### src/rtl/multicycle_ctrl_rv32i.sv
// Multi-cycle main control FSM for the RV32I core: fetch/decode/execute/mem/writeback
// sequencing, immediate/ALU selects, enables and the shared memory req/ready handshake.
module multicycle_ctrl_rv32i #(
    parameter logic RESET_ILLEGAL = 1'b0
) (
    input  logic       clk,
    input  logic       rst_n,
    input  logic [6:0] instr_opcode,
    input  logic [2:0] instr_funct3,
    input  logic       instr_funct7b5,
    input  logic       alu_zero,
    input  logic       alu_lt,
    input  logic       alu_ltu,
    input  logic       mem_ready,
    output logic       mem_req,
    output logic       mem_we,
    output logic       adr_src,
    output logic       ir_write,
    output logic       pc_write,
    output logic [2:0] imm_sel,
    output logic [1:0] alu_src_a,
    output logic [1:0] alu_src_b,
    output logic [3:0] alu_op,
    output logic [1:0] result_src,
    output logic       reg_write,
    output logic       illegal,
    output logic [3:0] state_o
);
    // state     | meaning
    // FETCH     | read instr at PC, PC+4 -> PC     DECODE  | branch target -> ALUOut, dispatch
    // MEMADR    | rs1+imm -> ALUOut                MEMREAD | load access, MEMWB writes rd
    // MEMWRITE  | store access                     EXECR/I | register / immediate ALU op
    // ALUWB     | ALUOut -> rd                     BRANCH  | compare, PC <- ALUOut if taken
    // JAL/JALR  | PC write + link                  JALR_LINK | oldPC+4 -> ALUOut
    // LUI/AUIPC | U-type result                    TRAP    | illegal opcode, stuck until reset
    typedef enum logic [3:0] {
        S_FETCH = 4'd0, S_DECODE = 4'd1, S_MEMADR = 4'd2, S_MEMREAD = 4'd3,
        S_MEMWB = 4'd4, S_MEMWRITE = 4'd5, S_EXECR = 4'd6, S_EXECI = 4'd7,
        S_ALUWB = 4'd8, S_BRANCH = 4'd9, S_JAL = 4'd10, S_JALR = 4'd11,
        S_LUI = 4'd12, S_AUIPC = 4'd13, S_JALR_LINK = 4'd14, S_TRAP = 4'd15
    } state_t;

    localparam logic [6:0] OPC_LOAD   = 7'b0000011;
    localparam logic [6:0] OPC_STORE  = 7'b0100011;
    localparam logic [6:0] OPC_OP     = 7'b0110011;
    localparam logic [6:0] OPC_OPIMM  = 7'b0010011;
    localparam logic [6:0] OPC_BRANCH = 7'b1100011;
    localparam logic [6:0] OPC_JAL    = 7'b1101111;
    localparam logic [6:0] OPC_JALR   = 7'b1100111;
    localparam logic [6:0] OPC_LUI    = 7'b0110111;
    localparam logic [6:0] OPC_AUIPC  = 7'b0010111;
    localparam logic [6:0] OPC_MISC   = 7'b0001111;

    state_t state, next_state;
    logic   illegal_q;
    logic   taken;

    always_ff @(posedge clk) begin
        if (!rst_n) begin
            state     <= S_FETCH;
            illegal_q <= RESET_ILLEGAL;
        end else begin
            state <= next_state;
            if (next_state == S_TRAP) illegal_q <= 1'b1;
        end
    end

    function automatic logic [3:0] alu_decode(input logic [2:0] f3, input logic f7b5,
                                              input logic is_reg);
        case (f3)
            3'b000:  alu_decode = (is_reg && f7b5) ? 4'd1 : 4'd0;
            3'b001:  alu_decode = 4'd2;
            3'b010:  alu_decode = 4'd3;
            3'b011:  alu_decode = 4'd4;
            3'b100:  alu_decode = 4'd5;
            3'b101:  alu_decode = f7b5 ? 4'd7 : 4'd6;
            3'b110:  alu_decode = 4'd8;
            default: alu_decode = 4'd9;
        endcase
    endfunction

    always_comb begin
        taken = 1'b0;
        case (instr_funct3)
            3'b000:  taken = alu_zero;
            3'b001:  taken = !alu_zero;
            3'b100:  taken = alu_lt;
            3'b101:  taken = !alu_lt;
            3'b110:  taken = alu_ltu;
            3'b111:  taken = !alu_ltu;
            default: taken = 1'b0;
        endcase
    end

    always_comb begin
        next_state = state;
        mem_req    = 1'b0;
        mem_we     = 1'b0;
        adr_src    = 1'b0;
        ir_write   = 1'b0;
        pc_write   = 1'b0;
        reg_write  = 1'b0;
        imm_sel    = 3'b000;
        alu_src_a  = 2'b00;
        alu_src_b  = 2'b00;
        alu_op     = 4'd0;
        result_src = 2'b00;
        case (state)
            S_FETCH: begin
                mem_req    = 1'b1;
                alu_src_b  = 2'b10;
                result_src = 2'b10;
                ir_write   = mem_ready;
                pc_write   = mem_ready;
                if (mem_ready) next_state = S_DECODE;
            end
            S_DECODE: begin
                alu_src_a = 2'b01;
                alu_src_b = 2'b01;
                case (instr_opcode)
                    OPC_LOAD:   begin imm_sel = 3'b000; next_state = S_MEMADR; end
                    OPC_STORE:  begin imm_sel = 3'b001; next_state = S_MEMADR; end
                    OPC_OP:     next_state = S_EXECR;
                    OPC_OPIMM:  begin imm_sel = 3'b000; next_state = S_EXECI; end
                    OPC_BRANCH: begin imm_sel = 3'b010; next_state = S_BRANCH; end
                    OPC_JAL:    begin imm_sel = 3'b011; next_state = S_JAL; end
                    OPC_JALR:   begin imm_sel = 3'b000; next_state = S_JALR; end
                    OPC_LUI:    begin imm_sel = 3'b100; next_state = S_LUI; end
                    OPC_AUIPC:  begin imm_sel = 3'b100; next_state = S_AUIPC; end
                    OPC_MISC:   next_state = S_FETCH;
                    default:    next_state = S_TRAP;
                endcase
            end
            S_MEMADR: begin
                alu_src_a  = 2'b10;
                alu_src_b  = 2'b01;
                imm_sel    = (instr_opcode == OPC_STORE) ? 3'b001 : 3'b000;
                next_state = (instr_opcode == OPC_STORE) ? S_MEMWRITE : S_MEMREAD;
            end
            S_MEMREAD: begin
                mem_req = 1'b1;
                adr_src = 1'b1;
                if (mem_ready) next_state = S_MEMWB;
            end
            S_MEMWB: begin
                result_src = 2'b01;
                reg_write  = 1'b1;
                next_state = S_FETCH;
            end
            S_MEMWRITE: begin
                mem_req = 1'b1;
                mem_we  = 1'b1;
                adr_src = 1'b1;
                if (mem_ready) next_state = S_FETCH;
            end
            S_EXECR: begin
                alu_src_a  = 2'b10;
                alu_op     = alu_decode(instr_funct3, instr_funct7b5, 1'b1);
                next_state = S_ALUWB;
            end
            S_EXECI: begin
                alu_src_a  = 2'b10;
                alu_src_b  = 2'b01;
                alu_op     = alu_decode(instr_funct3, instr_funct7b5, 1'b0);
                next_state = S_ALUWB;
            end
            S_ALUWB: begin
                reg_write  = 1'b1;
                next_state = S_FETCH;
            end
            S_BRANCH: begin
                alu_src_a  = 2'b10;
                alu_op     = 4'd1;
                pc_write   = taken;
                next_state = (instr_funct3[2:1] == 2'b01) ? S_TRAP : S_FETCH;
            end
            S_JAL: begin
                pc_write   = 1'b1;
                alu_src_a  = 2'b01;
                alu_src_b  = 2'b10;
                next_state = S_ALUWB;
            end
            S_JALR: begin
                alu_src_a  = 2'b10;
                alu_src_b  = 2'b01;
                result_src = 2'b10;
                pc_write   = 1'b1;
                next_state = S_JALR_LINK;
            end
            S_JALR_LINK: begin
                alu_src_a  = 2'b01;
                alu_src_b  = 2'b10;
                next_state = S_ALUWB;
            end
            S_LUI: begin
                alu_src_a  = 2'b11;
                alu_src_b  = 2'b01;
                imm_sel    = 3'b100;
                next_state = S_ALUWB;
            end
            S_AUIPC: begin
                alu_src_a  = 2'b01;
                alu_src_b  = 2'b01;
                imm_sel    = 3'b100;
                next_state = S_ALUWB;
            end
            default: next_state = S_TRAP;
        endcase
        // Enables must be quiet for the whole reset cycle, including a reset mid-wait.
        if (!rst_n) begin
            mem_req   = 1'b0;
            mem_we    = 1'b0;
            ir_write  = 1'b0;
            pc_write  = 1'b0;
            reg_write = 1'b0;
        end
    end

    assign illegal = illegal_q;
    assign state_o = state;
endmodule

### config.mk
export PLATFORM = sky130hd
export DESIGN_NAME = multicycle_ctrl_rv32i
export DESIGN_NICKNAME = d
export VERILOG_FILES = /design/src/rtl/multicycle_ctrl_rv32i.sv
export SDC_FILE = /design/constraint.sdc
export NUM_CORES = 1
export LEC_CHECK = 0
export CORE_MARGIN = 3
export CORE_UTILIZATION = 38
export CTS_CLUSTER_SIZE = 10
export DETAILED_ROUTE_END_ITERATION = 8
export PLACE_DENSITY_LB_ADDON = 0.1
export SLEW_MARGIN = 20
export SYNTH_ARGS = -nofsm -noshare
export SYNTH_HDL_FRONTEND = slang
export SYNTH_SLANG_ARGS = --single-unit
### constraint.sdc
create_clock -name clk -period 1.7 [get_ports clk]
set_clock_uncertainty 0.05 [all_clocks]
set_input_delay 0.17 -clock clk [delete_from_list [all_inputs] [get_ports clk]]
set_output_delay 0.17 -clock clk [all_outputs]
set_load 0.02 [all_outputs]
## Yosys cells after proc, flatten, opt, wreduce, memory -nomap -nowiden

Index checks and enable logic that the tools add are counted.

- Output and inout port bits: 24
- Bits in registers: 5
- Word-level logic and storage cells: 83
- Input port bits: 17

- Mux-type cells: 30
- Equal/unequal tests: 33
- Reduce and logical (&&, ||, !) cells: 18

Operators with widths:

| kind | count |
|---|---|
| $pmux 4 s9 | 2 |
| $pmux 4 s7 | 2 |
| $eq 4x4->1 const B | 8 |
| $eq 7x6->1 const B | 3 |
| $eq 7x7->1 const B | 3 |
| $eq 4x3->1 const B | 4 |
| $mux 4 | 4 |
| $eq 7x5->1 const B | 2 |
| $reduce_or 2->1 | 7 |
| $mux 1 | 13 |
| $eq 3x3->1 const B | 4 |
| $pmux 3 s4 | 1 |
| $pmux 4 s3 | 1 |
| $reduce_or 6->1 | 2 |
| $pmux 3 s3 | 1 |
| $eq 4x2->1 const B | 2 |
| $pmux 2 s2 | 2 |
| $eq 7x2->1 const B | 1 |
| $eq 7x4->1 const B | 1 |
| $eq 3x2->1 const B | 2 |
| $pmux 1 s6 | 1 |
| $pmux 2 s3 | 1 |
| $reduce_or 3->1 | 2 |
| $reduce_or 5->1 | 1 |
| 9 further kinds | 11 |

## Longest topological paths before layout

- Word-level depth: 5
- Mapped depth: 6
- Mapped depth without buffers: 5

## Worst setup path before layout

No wires, ideal clock.

- Kind: register to output
- Start point: register state[1] (netlist: state_o[1])
- End point: output port alu_op[0]
- Path buffers: 2
- Data arrival time: 1.793 ns
- Data required time: 1.480 ns
- Path slack: -0.313 ns
- Cell stages (with the launch flop): 5
- Cell sequence: dfxtp_1 buf_2 clkbuf_1 nand2_1 o32ai_1

- Cells in the longest elaborated chain, start to end: 2

Ends and longest elaborated chain:

| what | RTL line | source |
|---|---|---|
| start, declared | 54 | `state_t state, next_state;` |
| start signal, assigned | 63 | `state <= next_state;` |
| $eq 4x4->1 or $eq 4x3->1 (tied branches) | 108 | `case (state)` |
| $pmux 4 s3 (*) | 108 |  |
| end, declared | 23 | `output logic [3:0] alu_op,` |

Every way passes the cells marked *; elsewhere a longest branch is shown, timed or not.

## Final worst setup path

- Start point: register state[1] (netlist: state_o[1])
- End point: output port imm_sel[0]

- Cells in the longest elaborated chain, start to end: 3

Ends and longest elaborated chain:

| what | RTL line | source |
|---|---|---|
| $eq 4x4->1 | 108 |  |
| $reduce_or 2->1 (no line) | - |  |
| $pmux 3 s3 (*) | 108 |  |
| end, declared | 20 | `output logic [2:0] imm_sel,` |

Marked as above.

==> impl_metrics.py <==
metrics = {
    "setup_path": {
        "critPathMaxFanout": 7,
        "ff2ff_path_depth": 7,
        "r2r_start": "state_o[3]",
        "worst-setup-path-type": "flop to output pin",
        "worstPathRequired_ns": 1.48,
        "cp.arrival_ns": 1.60,
        "startpoint_type": "flop",
        "crit_path_start": "state_o[1]",
        "r2r-end": "illegal",
        "critPathCaptureType": "output pin",
        "r2r_setup_slack_ns": -0.09,
    },
    "logic_synthesis": {
        "synth_seq_cells": 5,
        "synth_fp_nets": 159,
        "ys_warn_count": 0,
        "synth_edf_count": 0,
        "netlist_top_cells_area": "dfxtp_1 11%, nand2_1 9.1%, nor2_1 5.8%",
        "synth.top_cell.area_share_pct": 11.0,
        "syn_area_per_cell_um2": 6.42,
        "syn-cell-area_um2": 912,
        "synth-async-reset-ratio_pct": 0,
        "synth_flop_cell": "dfxtp_1",
        "ys_types": 52,
        "postSynthCellCount": 142,
        "ys_seq_area_share_pct": 11.0,
        "yosysTopAreaCell": "dfxtp_1",
    },
    "power_and_ir_drop": {
        "power.share.clock_pct": 4.9,
        "internal_power_mw": 1.50,
        "power_density_mw_per_mm2": 1590,
        "p_sw_share_pct": 47.7,
        "total_power_mw": 2.87,
        "p_comb_share_pct": 84.7,
        "power_leakage_nw": 0.794,
        "vdd_drop_max_mv": 1.25,
        "pwr-share-seq_pct": 10.4,
        "power.net_switching_mw": 1.37,
    },
    "final_layout": {
        "final-seq-area_um2": 115,
        "fin_cells": 252,
        "mostFrequentLayoutCells": "47 x buf_4, 21 x nand2_1, 16 x clkdlybuf4s50_1",
        "drive_above_1_share_pct": 44.6,
        "final_common_cell": "buf_4",
        "syn_to_final_growth_pct": 97.7,
        "nets": 242,
        "multi_input_area_um2": 856,
        "fillCellCount": 170,
        "n_antenna_cell": 0,
        "fin_util_pct": 80.0,
    },
    "placement": {
        "dp_slack_ns": -0.491,
        "port_buffers": 40,
        "dpl.hpwl_mm": 2.66,
        "gp_congestion": 0.833,
        "dp.cells": 243,
    },
    "min_path": {
        "min_from": "illegal",
        "whs_path_depth": 1,
        "holdPathEnd": "illegal",
        "hold_path.class": "flop to flop",
    },
    "timing": {
        "hold_viol": 0,
        "tns_ns": -0.336,
        "worst_pin_slew_ns": 0.459,
        "fin_crit_sh_pct": 107,
        "slew_viol_final": 0,
        "layout_setup_ws_ns": -0.117,
        "fmax_ghz": 0.550,
        "maxSlewHeadroom_pct": 69.0,
        "period_minus_slack_ns": 1.82,
        "setup_viol": 6,
        "rsz0062_at_grt": "yes",
    },
    "die": {
        "initial_utilization_pct": 40.5,
        "dieWidth_um": 55.0,
        "die_y_um": 55.0,
        "rows": 17,
        "core_area_mm2": 0.00225,
        "io-pin-count": 41,
        "dieArea_mm2": 0.00302,
    },
    "global_route": {
        "use_met1_pct": 27.0,
        "grt_pass1_vias": 1375,
        "antenna_found_initial": 0,
        "grtUsageTotal_pct": 24.7,
        "grt_max_degree": 11,
        "met2_usage_pct": 47.8,
        "overflow": 0,
        "grt_pass1_wl_mm": 5.69,
        "grt.busiest_layer": "met2",
        "use_met3_pct": 4.56,
    },
    "cts": {
        "insertion_delay_ns": 0.24,
        "cts_tree": "yes",
        "clockRootBuffer": "clkbuf_4",
        "numCtsBuffers": 3,
        "cts_htree_levels": 1,
        "clockBufferDepth": 2,
        "cts.sinks": 5,
        "clkTransAtPathRegs_ns": 0.05,
        "cts_hold_buf": 0,
    },
    "route": {
        "first_pass_iters": 4,
        "vias": 1423,
        "drc": 0,
        "vias_per_cell": 5.65,
        "routed_wirelength_mm": 3.65,
        "postRouteAntennaNets": 0,
        "drt_iter0_markers": 26,
        "wl_per_cell_um": 14.5,
    },
    "status": {
        "status": "finished with violations",
        "violations": "setup timing",
    },
    "job": {
        "max_cap_viol_count": 0,
    },
}
[cell type report]
cell class	instances	share of cell area, %
multi-input cells	122	47.5
clock buffers	4	1.46
flip-flops and latches	5	6.38
well taps	28	1.94
inverters	3	0.625
repair buffers	90	42.1
[worst max path at each step]
stage,to,slack [ns]
after floorplan,adr_src,-0.01
after global placement,pc_write,-0.46
after detailed placement,imm_sel[2],-0.49
after CTS,illegal,-0.08
after global routing,imm_sel[0],-0.21
final,imm_sel[0],-0.12
[stage by stage]
stage	cell area, um2	hold WS [ns]
final	1800	0.415
after global routing	1800	0.462
after CTS	1740	0.414
after detailed placement	1660	0.408
after global placement	1660	0.404
after floorplan	947	0.404
[flip-flops by register name, summed over array words and instances (netlist names)]
register,flops
illegal,1
state_o,4
[logic make-up (layout without fill, tap and decap cells)]
logic type | Yosys count | in the layout | share of synthesized area, %
simple gates | 73 | 73 | 43.3
compound gates | 44 | 44 | 32.8
buf+inv | 15 | 97 | 7.96
flops | 5 | 5 | 11.0
xor+xnor | 4 | 4 | 3.84
mux | 1 | 1 | 1.10
[cells in the mapped netlist (3+ instances only)]
library cell / count
nor2b_1: 7
buf_2: 4
o21ai_0: 8
nand2_1: 22
a21oi_1: 9
nand3_1: 4
clkbuf_1: 5
nor2_1: 14
dfxtp_1: 5
a31oi_1: 5
xnor2_1: 3
nor3_1: 4
inv_1: 3
nand2b_1: 4
[critical path, stage by stage, from the launching register on]
cell	delay [ns]
dfxtp_4	0.36
nand2b_4	0.16
nor3_4	0.18
buf_6	0.14
nand2_4	0.05
o22a_1	0.20
nor2_2	0.13
buf_6	0.13
[power groups by stage]
stage | Sequential [mW] | Clock (mW) | Combinational (mW)
finish | 0.297 | 0.141 | 2.43
global route | 0.305 | 0.150 | 2.60
CTS | 0.275 | 0.142 | 2.22
detailed placement | 0.255 | 0 | 2.16
global placement | 0.257 | 0 | 2.12
floorplan | 0.286 | 0 | 1.08
[repair_timing]
| action | CTS | global route |
|---|---|---|
| endpoints found under the setup margin | 23 | 23 |
| gates resized for setup | 95 | 28 |
| pin swaps | 9 | 11 |
| buffers inserted | 3 | 2 |
| endpoints found under the hold margin | 0 | 0 |
[routing by layer]
layer	vias up	share of wire (%)
met5	-	0
li1	698	-
met3	4	5.5
met1	664	40
met4	0	0.47
met2	57	54
No activity file was read; power rests on OpenSTA's default activity.
